`config.mk`:
```
export PLATFORM = sky130hd
export DESIGN_NAME = csa_final_adder
export DESIGN_NICKNAME = d
export VERILOG_FILES = /design/src/rtl/csa_final_adder.sv
export SDC_FILE = /design/constraint.sdc
export NUM_CORES = 1
export LEC_CHECK = 0
export BUFFER_PORTS_ARGS = -buffer_cell sky130_fd_sc_hd__buf_2
export CAP_MARGIN = 5
export CORE_UTILIZATION = 49
export DETAILED_ROUTE_END_ITERATION = 10
export GPL_ROUTABILITY_DRIVEN = 0
export PLACE_DENSITY = 0.81
export SKIP_LAST_GASP = 1
export SLEW_MARGIN = 30
export SYNTH_ARGS = -nofsm -noshare
export SYNTH_HDL_FRONTEND = slang
export SYNTH_SLANG_ARGS = --single-unit
export TNS_END_PERCENT = 1
```
`constraint.sdc`:
```
create_clock -name sys_clk -period 3.2 [get_ports sys_clk]
set_input_delay 0.64 -clock sys_clk [delete_from_list [all_inputs] [get_ports sys_clk]]
set_output_delay 0.64 -clock sys_clk [all_outputs]
set_load 0.005 [all_outputs]
```
`src/rtl/csa_final_adder.sv`:
```
// rtl/csa_final_adder.sv - two-stage pipelined carry-propagate adder resolving a carry-save pair
// Optional feature macro: FINAL_ADD_STICKY_EN (registers sticky = |P[STICKY_W-1:0]; otherwise sticky is tied low)
module csa_final_adder #(
  parameter int LENGTH   = 32,
  parameter int STICKY_W = LENGTH - 1
) (
  input  logic                sys_clk,
  input  logic                sys_rst_n,
  input  logic                in_valid,
  output logic                in_ready,
  input  logic [2*LENGTH+1:0] C,
  input  logic [2*LENGTH+1:0] D,
  output logic                out_valid,
  input  logic                out_ready,
  output logic [2*LENGTH+1:0] P,
  output logic                sticky
);

  localparam int W    = 2 * LENGTH + 2;
  localparam int H    = LENGTH + 1;
  localparam int HI_W = W - H;

  // Stage 1 state: resolved low half plus the untouched high operand halves
  logic            r_s1_valid;
  logic [H-1:0]    r_s1_lo;
  logic            r_s1_cy;
  logic [HI_W-1:0] r_s1_dhi;
  logic [HI_W-1:0] r_s1_chi;

  // Stage 2 state: the registered result
  logic            r_s2_valid;
  logic [W-1:0]    r_p;

  logic            w_s1_load;
  logic            w_s2_load;
  logic [H:0]      w_lo_sum;
  logic [HI_W-1:0] w_hi_sum;
  logic [W-1:0]    w_p_next;

  // The top carry bit would land at weight 2^W and is always shifted out.
  logic w_unused_c_top;
  assign w_unused_c_top = C[W-1];

  // Handshake: a full pipe only accepts when the result is leaving the same cycle
  assign in_ready  = !r_s1_valid || !r_s2_valid || out_ready;
  assign w_s1_load = in_valid && in_ready;
  assign w_s2_load = r_s1_valid && (!r_s2_valid || out_ready);

  // Low half add: D plus C shifted up one place, carry kept in the extra bit
  assign w_lo_sum = {1'b0, D[H-1:0]} + {1'b0, C[H-2:0], 1'b0};

  // High half add, folding in the stage 1 carry; the carry out of bit W-1 is dropped
  assign w_hi_sum = r_s1_dhi + r_s1_chi + {{(HI_W-1){1'b0}}, r_s1_cy};
  assign w_p_next = {w_hi_sum, r_s1_lo};

  // Valid bits: the only state that must be reset
  always_ff @(posedge sys_clk or negedge sys_rst_n) begin
    if (!sys_rst_n) begin
      r_s1_valid <= 1'b0;
      r_s2_valid <= 1'b0;
    end else begin
      if (w_s1_load) begin
        r_s1_valid <= 1'b1;
      end else if (w_s2_load) begin
        r_s1_valid <= 1'b0;
      end
      if (w_s2_load) begin
        r_s2_valid <= 1'b1;
      end else if (out_ready) begin
        r_s2_valid <= 1'b0;
      end
    end
  end

  // Stage 1 data capture on input transfer; stale contents are harmless when invalid
  always_ff @(posedge sys_clk) begin
    if (w_s1_load) begin
      r_s1_lo  <= w_lo_sum[H-1:0];
      r_s1_cy  <= w_lo_sum[H];
      r_s1_dhi <= D[W-1:H];
      r_s1_chi <= C[W-2:H-1];
    end
  end

  // Result register; cleared by reset so P reads zero while the pipe is empty
  always_ff @(posedge sys_clk or negedge sys_rst_n) begin
    if (!sys_rst_n) begin
      r_p <= '0;
    end else if (w_s2_load) begin
      r_p <= w_p_next;
    end
  end

  assign out_valid = r_s2_valid;
  assign P         = r_p;

`ifdef FINAL_ADD_STICKY_EN
  logic w_sticky_next;
  logic r_sticky;

  if (STICKY_W <= H) begin : g_sticky_lo
    assign w_sticky_next = |r_s1_lo[STICKY_W-1:0];
  end else begin : g_sticky_full
    assign w_sticky_next = |w_p_next[STICKY_W-1:0];
  end

  // Sticky travels with P: same load enable, same reset value
  always_ff @(posedge sys_clk or negedge sys_rst_n) begin
    if (!sys_rst_n) begin
      r_sticky <= 1'b0;
    end else if (w_s2_load) begin
      r_sticky <= w_sticky_next;
    end
  end

  assign sticky = r_sticky;
`else
  assign sticky = 1'b0;
`endif

endmodule

```
Word level (Yosys, flattened, before mapping)
Cells that the tools add are included.

Add/sub/neg operators: 3. Multiply operators: 0. Div/mod/pow operators: 0. $lt $le $gt $ge: 0. Equality and inequality tests: 0. Shift operators: 0. Muxes and demuxes: 4. Bitwise gates (word level): 0. Reductions and logical operators: 9.

Operator list (count): 33-bit by 33-bit adder with 34-bit output (1); 33-bit by 1-bit adder with 33-bit output (1); 33-bit adder (1); 1-bit two-way mux (4); 2-bit nonzero test (2); 1-bit logical OR (3); 1-bit logical AND (2); 1-bit logical NOT (2).

Flip-flop bits (word level): 168. Bits in latches: 0. Memory bits (writable): 0. ROM bits: 0. Input bits: 136. Memories kept: 0.

Longest topological paths before layout
Gate-level depths: netlist of run 1.

Word-level depth: 5. Mapped depth: 11. Mapped depth without buffers: 11.

Worst setup path before layout of run 1
Ideal clock, no wire load.

Path type: input-to-reg. Start point: input port out_ready. End point: register r_s1_chi[0] (enable). Setup time: 0.471 ns. Arrival: 3.131 ns. Data required time: 2.729 ns. Path slack: -0.402 ns. Stages on the path: 2. Buffers on the path: 0. Cell sequence: nand3b_1 > and2_1.

Cells in the longest elaborated chain, start to end: 2.

Ends and longest elaborated chain: from (decl) (line 14) `input logic out_ready,`; 1-bit logical OR (line 45) `assign in_ready = !r_s1_valid || !r_s2_valid || out_ready;`; 1-bit logical AND (line 46) `assign w_s1_load = in_valid && in_ready;`; via w_s1_load (line 34) `logic w_s1_load;`; to (signal assigned) (line 81) `r_s1_chi <= C[W-2:H-1];`; to (decl) (line 28) `logic [HI_W-1:0] r_s1_chi;`.

The timed path passes the listed nets, and every way through them passes these cells. A chain may end at the register's enable or synchronous reset.

Final worst setup path of run 1
Start point: register r_s1_cy. End point: register r_p[57], in the netlist P[57].

Cells in the longest elaborated chain, start to end: 1.

Ends and longest elaborated chain: from (decl) (line 26) `logic r_s1_cy;`; from (signal assigned) (line 79) `r_s1_cy <= w_lo_sum[H];`; 33-bit by 1-bit adder with 33-bit output (line 53) `assign w_hi_sum = r_s1_dhi + r_s1_chi + {{(HI_W-1){1'b0}}, r_s1_cy};`; to (signal assigned) (line 90) `r_p <= w_p_next;`; to (decl) (line 32) `logic [W-1:0] r_p;`.

Every way passes these cells.

==> metrics.csv, run 1 <==
stage,metric,value,unit
layout,final core utilization,61.26,%
power,PD cells,580.4,mW/mm²
grt,GRT Overall Usage,21.25,%
critical_path,worst path buffer plus inverter count,0,
sta,min Tclk post-route,3.067,ns
layout,Reg area,0.004705,mm²
synth,syn nets,988,
layout,layout cell share with drive strength beyond 1,26.77,%
routing,number of vias per cell,5.238,
critical_path,worst path required time,3.53,ns
clocking,maximum root-to-sink buffer count,2,
sta,slew margin rel.,56.13,%
critical_path,CP Cell Sequence,fa_1 > fa_1 > a21o_2 > a21oi_1 > o21ai_0 > nand3_1 > nand2_1 > o21a_1 > o21ai_0 > a21boi_0 > o31ai_1,
sta,setup tns final,0,ns
power,leak pwr,4.849,nW
clocking,CTS tree,built,
synth,Yosys top cell by area,edfxtp_1,
synth,"Seq/Total Area, Yosys",54.56,%
floorplanning,die footprint,0.01813,mm²
layout,area of the multi-input gates,0.003787,mm²
floorplanning,Rows,48,
sta,WHS,0.2411,ns
critical_path,"Largest delay share family, worst path",compound AO/OA/AOI/OAI gates,
routing,DRT iter0 DRCs,232,
routing,drt total wl,18.70,mm
power,Sequential Power Share,45.5,%
power,Clk pwr share,32.7,%
grt,initial antenna violation count,6,
synth,synth warn,0,
power,Logic pwr share,21.8,%
critical_path,Worst EP arrival,3.40,ns
synth,post-synth cell types,65,
clocking,htree depth,4,
synth,Yosys top cell area share,34.83,%
routing,Final ANT Viol Nets,0,
clocking,Setup Buffers After CTS,0,
sta,worst slew pin tran,0.6580,ns
critical_path,CP Max Fanout,3,
synth,number of synthesized flops with an enable pin,100,
sta,RSZ-0062 raised after global routing,true,
sta,fin crit share,95.86,%
critical_path,Worst path max stage delay,0.52,ns
layout,most frequent cells in the layout,"buf_2, nand2_1, edfxtp_1",
synth,main area contributors after synthesis,"edfxtp_1, dfrtp_1, ha_1",
synth,number of synthesized register bits,168,
clocking,CTS buffer count,17,
layout,nets@finish,1205,
synth,Avg Inst Size Synth,10.97,µm²
power,cell internal pwr,0.004446,W
hold_path,hold crit path type,in2async,
grt,vias in the first global route,6491,
outcome,status,finished clean,
power,VDD IR-drop max,0.0003097,V
sta,final setup violation count,0,
routing,average wire per standard cell,15.03,µm
sta,f_max,326.0,MHz
clocking,clock-pin slew on the worst setup and hold paths,0.06,ns
synth,Post-Syn Instances,786,
grt,global-route wire length before repair,30.12,mm
floorplanning,Die Ht,134.7,µm
floorplanning,die width,134.7,µm
clocking,CTS sink count,168,
placement,Final HPWL DP,13.94,mm
synth,Async SR Flop Fraction,40.48,%
power,sw power,0.001682,W
layout,fill count,1424,
grt,largest net degree at the start of global routing,69,
clocking,clk root buf,clkbuf_16,
job,max cap viols,0,
sta,Final Max Slew Viols,0,
sta,Final Hold Fails,0,
layout,area grow syn2layout,22.46,%
synth,"Cell Area, Synth",0.008622,mm²
sta,Post-Route Skew,0.009360,ns
routing,DRC,0,
grt,GR Overflow Total,0,
critical_path,Setup CP Type,reg2reg,
clocking,worst-skew pair later-pin latency,0.42,ns
power,sw frac,27.45,%
floorplanning,core area,0.01724,mm²
synth,top_reg_cell synth,edfxtp_1,
critical_path,CP Launch Type,flop,
routing,Vias,6516,
placement,Port Buffer Count,202,
layout,"most common cell after layout, fill and taps aside",buf_2,
critical_path,CP Capture Type,flop,
routing,DR pass1 iterations,4,
clocking,# hold bufs at CTS,0,
floorplanning,IO Pins,205,
floorplanning,Starting Density,50.02,%
critical_path,CP max-delay cell,fa_1,
==> per-stage QoR <==
stage,std cells,setup WS (ns),cell area (µm²),total power [W]
2_1_floorplan,786,0.2893,8623,0.003617
3_3_place_gp,1209,-0.04634,9966,0.004120
3_5_place_dp,1209,-0.08183,9966,0.004169
4_1_cts,1241,0.1289,10550,0.006182
5_1_grt,1242,-0.04814,10550,0.006449
6_report,1244,0.1326,10560,0.006128
==> worst register-to-register path: stages, from the launching register on <==
cell	delay, ns
edfxtp_1	0.42
fa_1	0.52
fa_1	0.45
a21o_2	0.23
a21oi_1	0.21
o21ai_0	0.18
nand3_1	0.14
nand2_1	0.10
o21a_1	0.20
o21ai_0	0.19
a21boi_0	0.12
o31ai_1	0.23
==> sequential cells by signal, summed over array words and instances, names as in the netlist <==
signal,cells
r_s1_valid,1
out_valid,1
r_s1_dhi,33
r_s1_cy,1
r_s1_chi,33
r_s1_lo,33
P,66
==> power groups by stage <==
stage / sequential [W] / clock, W / combinational, W
floorplan: 0.00283 / 0 / 0.000789
global placement: 0.00282 / 0 / 0.00130
detailed placement: 0.00283 / 0 / 0.00134
CTS: 0.00279 / 0.00204 / 0.00135
global route: 0.00282 / 0.00212 / 0.00151
finish: 0.00279 / 0.00200 / 0.00134
==> worst paths after layout <==
check                           slack, ns    endpoint   startpoint  depth (start not counted)
worst max register to register       0.13       P[57]      r_s1_cy                         11
max in group asynchronous            2.51       P[21]    sys_rst_n                          1
worst min register to register       0.44       P[14]  r_s1_lo[14]                          2
worst max-delay path                 0.13       P[57]      r_s1_cy                         11
min in group sys_clk                 0.39  r_s1_lo[0]         D[0]                          1
worst min-delay path                 0.24       P[61]    sys_rst_n                          1
==> routing by layer <==
metal | GRT usage (%) | part of all wire (%) | up-vias
met1 | 24.89 | 42 | 3023
met4 | 7.054 | 1.4 | 6
met2 | 37.00 | 50 | 189
li1 | - | - | 3272
met3 | 6.494 | 6.3 | 26
met5 | 0 | 0.18 | -
==> cell type report <==
type | count | area share [%]
diodes | 3 | 0.07110
inverters | 21 | 0.7465
well taps | 225 | 2.666
clock buffers | 24 | 4.562
repair buffers | 214 | 10.61
multi-input cells | 581 | 35.87
flip-flops and latches | 168 | 44.55
clock inverters | 8 | 0.9243
==> cells by family (layout without fill, tap and decap cells) <==
kind of cell    after synthesis  in the layout  synth area share [%]
compound gates              198            198                 15.43
xor+xnor                     50             50                 5.079
fa+ha+maj                    66             66                 9.839
buf+inv                      37            267                 1.669
flops                       168            168                 54.56
other cells                   1              4               0.04349
simple gates                266            266                 13.38
==> synthesized netlist by cell type, types with 2 or more instances <==
| library cell | n |
|---|---|
| a2111o_1 | 2 |
| a2111oi_0 | 2 |
| a211oi_1 | 5 |
| a211oi_2 | 2 |
| a21boi_0 | 3 |
| a21o_1 | 19 |
| a21o_2 | 2 |
| a21oi_1 | 62 |
| a21oi_2 | 5 |
| a31oi_1 | 3 |
| and2_1 | 3 |
| and3_1 | 5 |
| and3b_1 | 2 |
| buf_1 | 3 |
| clkbuf_1 | 11 |
| dfrtp_1 | 68 |
| edfxtp_1 | 100 |
| fa_1 | 3 |
| ha_1 | 63 |
| inv_1 | 21 |
| nand2_1 | 175 |
| nand2b_1 | 8 |
| nand3_1 | 16 |
| nand3b_1 | 2 |
| nand4_1 | 5 |
| nor2_1 | 24 |
| nor2b_1 | 4 |
| nor3_1 | 11 |
| o211ai_1 | 3 |
| o211ai_2 | 5 |
| o21a_1 | 9 |
| o21ai_0 | 39 |
| o21ai_1 | 6 |
| o21bai_1 | 7 |
| o221ai_1 | 2 |
| o311ai_2 | 2 |
| o31ai_1 | 7 |
| o31ai_2 | 2 |
| xnor2_1 | 31 |
| xor2_1 | 19 |
==> repair_timing <==
| item | 4_1_cts | 5_1_grt |
|---|---|---|
| setup endpoints to repair | 0 | 3 |
| gates resized for setup | 0 | 1 |
| endpoints found under the hold margin | 0 | 0 |
No activity file was read; power rests on OpenSTA's default activity.
==> run 2: changes to the inputs <==
--- a/config.mk
+++ b/config.mk
@@ -5,12 +5,14 @@
 export SDC_FILE = /design/constraint.sdc
 export NUM_CORES = 1
 export LEC_CHECK = 0
+export ABC_AREA = 1
 export BUFFER_PORTS_ARGS = -buffer_cell sky130_fd_sc_hd__buf_2
 export CAP_MARGIN = 5
-export CORE_UTILIZATION = 49
+export CORE_UTILIZATION = 51
 export DETAILED_ROUTE_END_ITERATION = 10
 export GPL_ROUTABILITY_DRIVEN = 0
-export PLACE_DENSITY = 0.81
+export HOLD_SLACK_MARGIN = 0.15
+export PLACE_DENSITY = 0.82
 export SKIP_LAST_GASP = 1
 export SLEW_MARGIN = 30
 export SYNTH_ARGS = -nofsm -noshare
==> metrics.csv, run 2 <==
stage,metric,value,unit,change
critical_path,Worst Reg2Reg Path Length in Cells,12,,+1
layout,max reg flops,66,,unchanged
placement,pre-CTS setup slack,0.6755,ns,+0.7573 ns
routing,DRC,0,,unchanged
layout,nets@finish,1675,,+39%
critical_path,worst r2r src,r_s1_cy,,
clocking,post-CTS sizing,0,,unchanged
floorplanning,die footprint,0.02022,mm²,+11%
layout,layout cell share with drive strength beyond 1,19.11,%,-7.7 points
critical_path,CP Launch Type,flop,,
critical_path,r2r setup slk,0.71,ns,+0.58 ns
job,max cap viols,0,,unchanged
synth,Async SR Flop Fraction,40.48,%,unchanged
grt,vias in the first global route,8364,,+29%
synth,"Seq/Total Area, Yosys",46.94,%,-7.6 points
sta,Final Hold Fails,0,,unchanged
critical_path,CP Capture Type,flop,,
synth,Post-Syn Instances,1259,,+60%
routing,DRT iter0 DRCs,657,,+180%
synth,Avg Inst Size Synth,7.960,µm²,-27%
synth,synth warn,0,,unchanged
power,VDD IR-drop max,0.0003276,V,+5.8%
routing,DR pass1 iterations,5,,+1
synth,number of synthesized register bits,168,,unchanged
placement,Final HPWL DP,18.58,mm,+33%
grt,GR Overflow Total,0,,unchanged
clocking,maximum root-to-sink buffer count,2,,unchanged
floorplanning,core area,0.01896,mm²,+10%
outcome,status,finished clean,,
grt,GRT Overall Usage,24.63,%,+3.4 points
synth,number of synthesized flops with an enable pin,100,,unchanged
routing,drt total wl,23.92,mm,+28%
layout,design area,0.01199,mm²,+14%
sta,WHS,0.2758,ns,+0.03467 ns
critical_path,worst path required time,3.53,ns,about the same
power,PD cells,530.5,mW/mm²,-8.6%
sta,Final Max Slew Viols,0,,unchanged
clocking,CTS tree,built,,
floorplanning,Starting Density,52.87,%,+2.8 points
synth,top_reg_cell synth,edfxtp_1,,
power,leak pwr,6.270,nW,+29%
critical_path,Critical Path Start,r_s1_cy,,
synth,post-synth cell types,37,,-43%
synth,Yosys top cell by area,edfxtp_1,,
floorplanning,die width,142.2,µm,+5.6%
critical_path,CP Max Fanout,3,,unchanged
sta,fin worst setup slack,0.7148,ns,+0.5823 ns
floorplanning,IO Pins,205,,unchanged
hold_path,hold crit path type,in2async,,
routing,Final ANT Viol Nets,0,,unchanged
critical_path,Worst EP arrival,2.81,ns,-0.59 ns
sta,min Tclk post-route,2.485,ns,-0.5823 ns
layout,final core utilization,63.27,%,+2.0 points
clocking,# hold bufs at CTS,0,,unchanged
critical_path,Setup CP Type,reg2reg,,
routing,number of vias per cell,5.134,,-2.0%
clocking,CTS sink count,168,,unchanged
layout,area grow syn2layout,19.68,%,
floorplanning,Die Ht,142.2,µm,+5.6%
grt,initial antenna violation count,1,,-5
critical_path,Reg-to-Reg End,P[65],,
sta,setup tns final,0,ns,unchanged
synth,syn nets,1461,,+48%
clocking,Setup Buffers After CTS,0,,unchanged
clocking,clock-pin slew on the worst setup and hold paths,0.08,ns,+0.02 ns
grt,global-route wire length before repair,38.87,mm,+29%
routing,average wire per standard cell,13.69,µm,-8.9%
clocking,worst-skew pair later-pin latency,0.44,ns,+0.02 ns
layout,"most common cell after layout, fill and taps aside",nand2_1,,
floorplanning,Rows,50,,+4.2%
placement,Area after DPL,0.01139,mm²,+14%
synth,"Cell Area, Synth",0.01002,mm²,+16%
synth,Commonest cells post-synth,"nand2_1, inv_1, edfxtp_1",,
routing,Vias,8969,,+38%
clocking,CTS buffer count,17,,unchanged
sta,f_max,402.4,MHz,+23%
sta,worst slew pin tran,0.7791,ns,+0.1210 ns
sta,final setup violation count,0,,unchanged
sta,fin crit share,77.66,%,-18 points
clocking,clk root buf,clkbuf_16,,
clocking,htree depth,4,,unchanged
synth,Yosys top cell area share,29.96,%,-4.9 points
sta,slew margin rel.,48.06,%,-8.1 points
sta,Post-Route Skew,0.01278,ns,+0.003416 ns
sta,RSZ-0062 raised after global routing,false,,
placement,Port Buffer Count,202,,unchanged
layout,most frequent cells in the layout,"nand2_1, buf_2, inv_1",,
grt,largest net degree at the start of global routing,65,,-5.8%
synth,main area contributors after synthesis,"edfxtp_1, nand2_1, dfrtp_1",,
synth,most instantiated library cell after synthesis,nand2_1,,
[run 2: area by class of cell]
class	count	area, µm²
sequential	168	4705
multi-input combinational	915	4662
antenna	1	2.502
inverter	162	608.1
timing repair buffer	209	1089
clock buffer	17	425.4
tap	260	325.3
clock inverter	15	177.7
fill	1603	6962
[run 2: power breakdown]
part           switching [W]  leakage (nW)  internal, W  total (W)
combinational       0.000953          4.19     0.000603    0.00156
clock               0.000982         0.291      0.00106    0.00204
sequential          0.000135          1.79      0.00263    0.00277
total                0.00207          6.27      0.00429    0.00636
[run 2: layer usage]
metal	global-route usage, %	share of wire [%]
met5	0	0
met1	28.64	40
met2	44.48	51
met3	3.802	6.0
met4	11.38	3.1
[run 2: cell families (layout without fill, tap and decap cells)]
family / count (synthesis) / after routing / share of synthesized area [%]
and+or+nand+nor: 703 / 703 / 29.00
buffers and inverters: 176 / 403 / 6.642
DFF: 168 / 168 / 46.94
AOI/OAI and AO/OA: 111 / 111 / 5.943
adders and majority gates: 66 / 66 / 8.464
xor gates and xnor gates: 34 / 34 / 2.971
other: 1 / 2 / 0.03742
[run 2: how the worst max path moves through the flow]
stage / to / slack, ns / cells past startpoint
floorplan: r_s1_chi[0] / 0.50 / 4
global placement: r_s1_lo[27] / 0.69 / 13
detailed placement: r_s1_lo[27] / 0.68 / 13
CTS: P[65] / 0.70 / 12
global route: P[63] / 0.52 / 12
finish: P[65] / 0.71 / 12
[run 2: critical path: stages (launching register included)]
cell and delay, ns:
edfxtp_1 0.43, fa_1 0.52, fa_1 0.48, nand2_1 0.14, nand2_1 0.08, nand3_1 0.09
nand2_1 0.09, nand2_1 0.09, nand2_2 0.10, nand2_2 0.08, nand3_1 0.07, nand3_1 0.13
nand2_1 0.06
[run 2: stage by stage]
step / instances / power [W]
finish: 1747 / 0.006363
global route: 1747 / 0.006686
CTS: 1746 / 0.006375
detailed placement: 1714 / 0.004353
global placement: 1714 / 0.004305
floorplan: 1259 / 0.003754
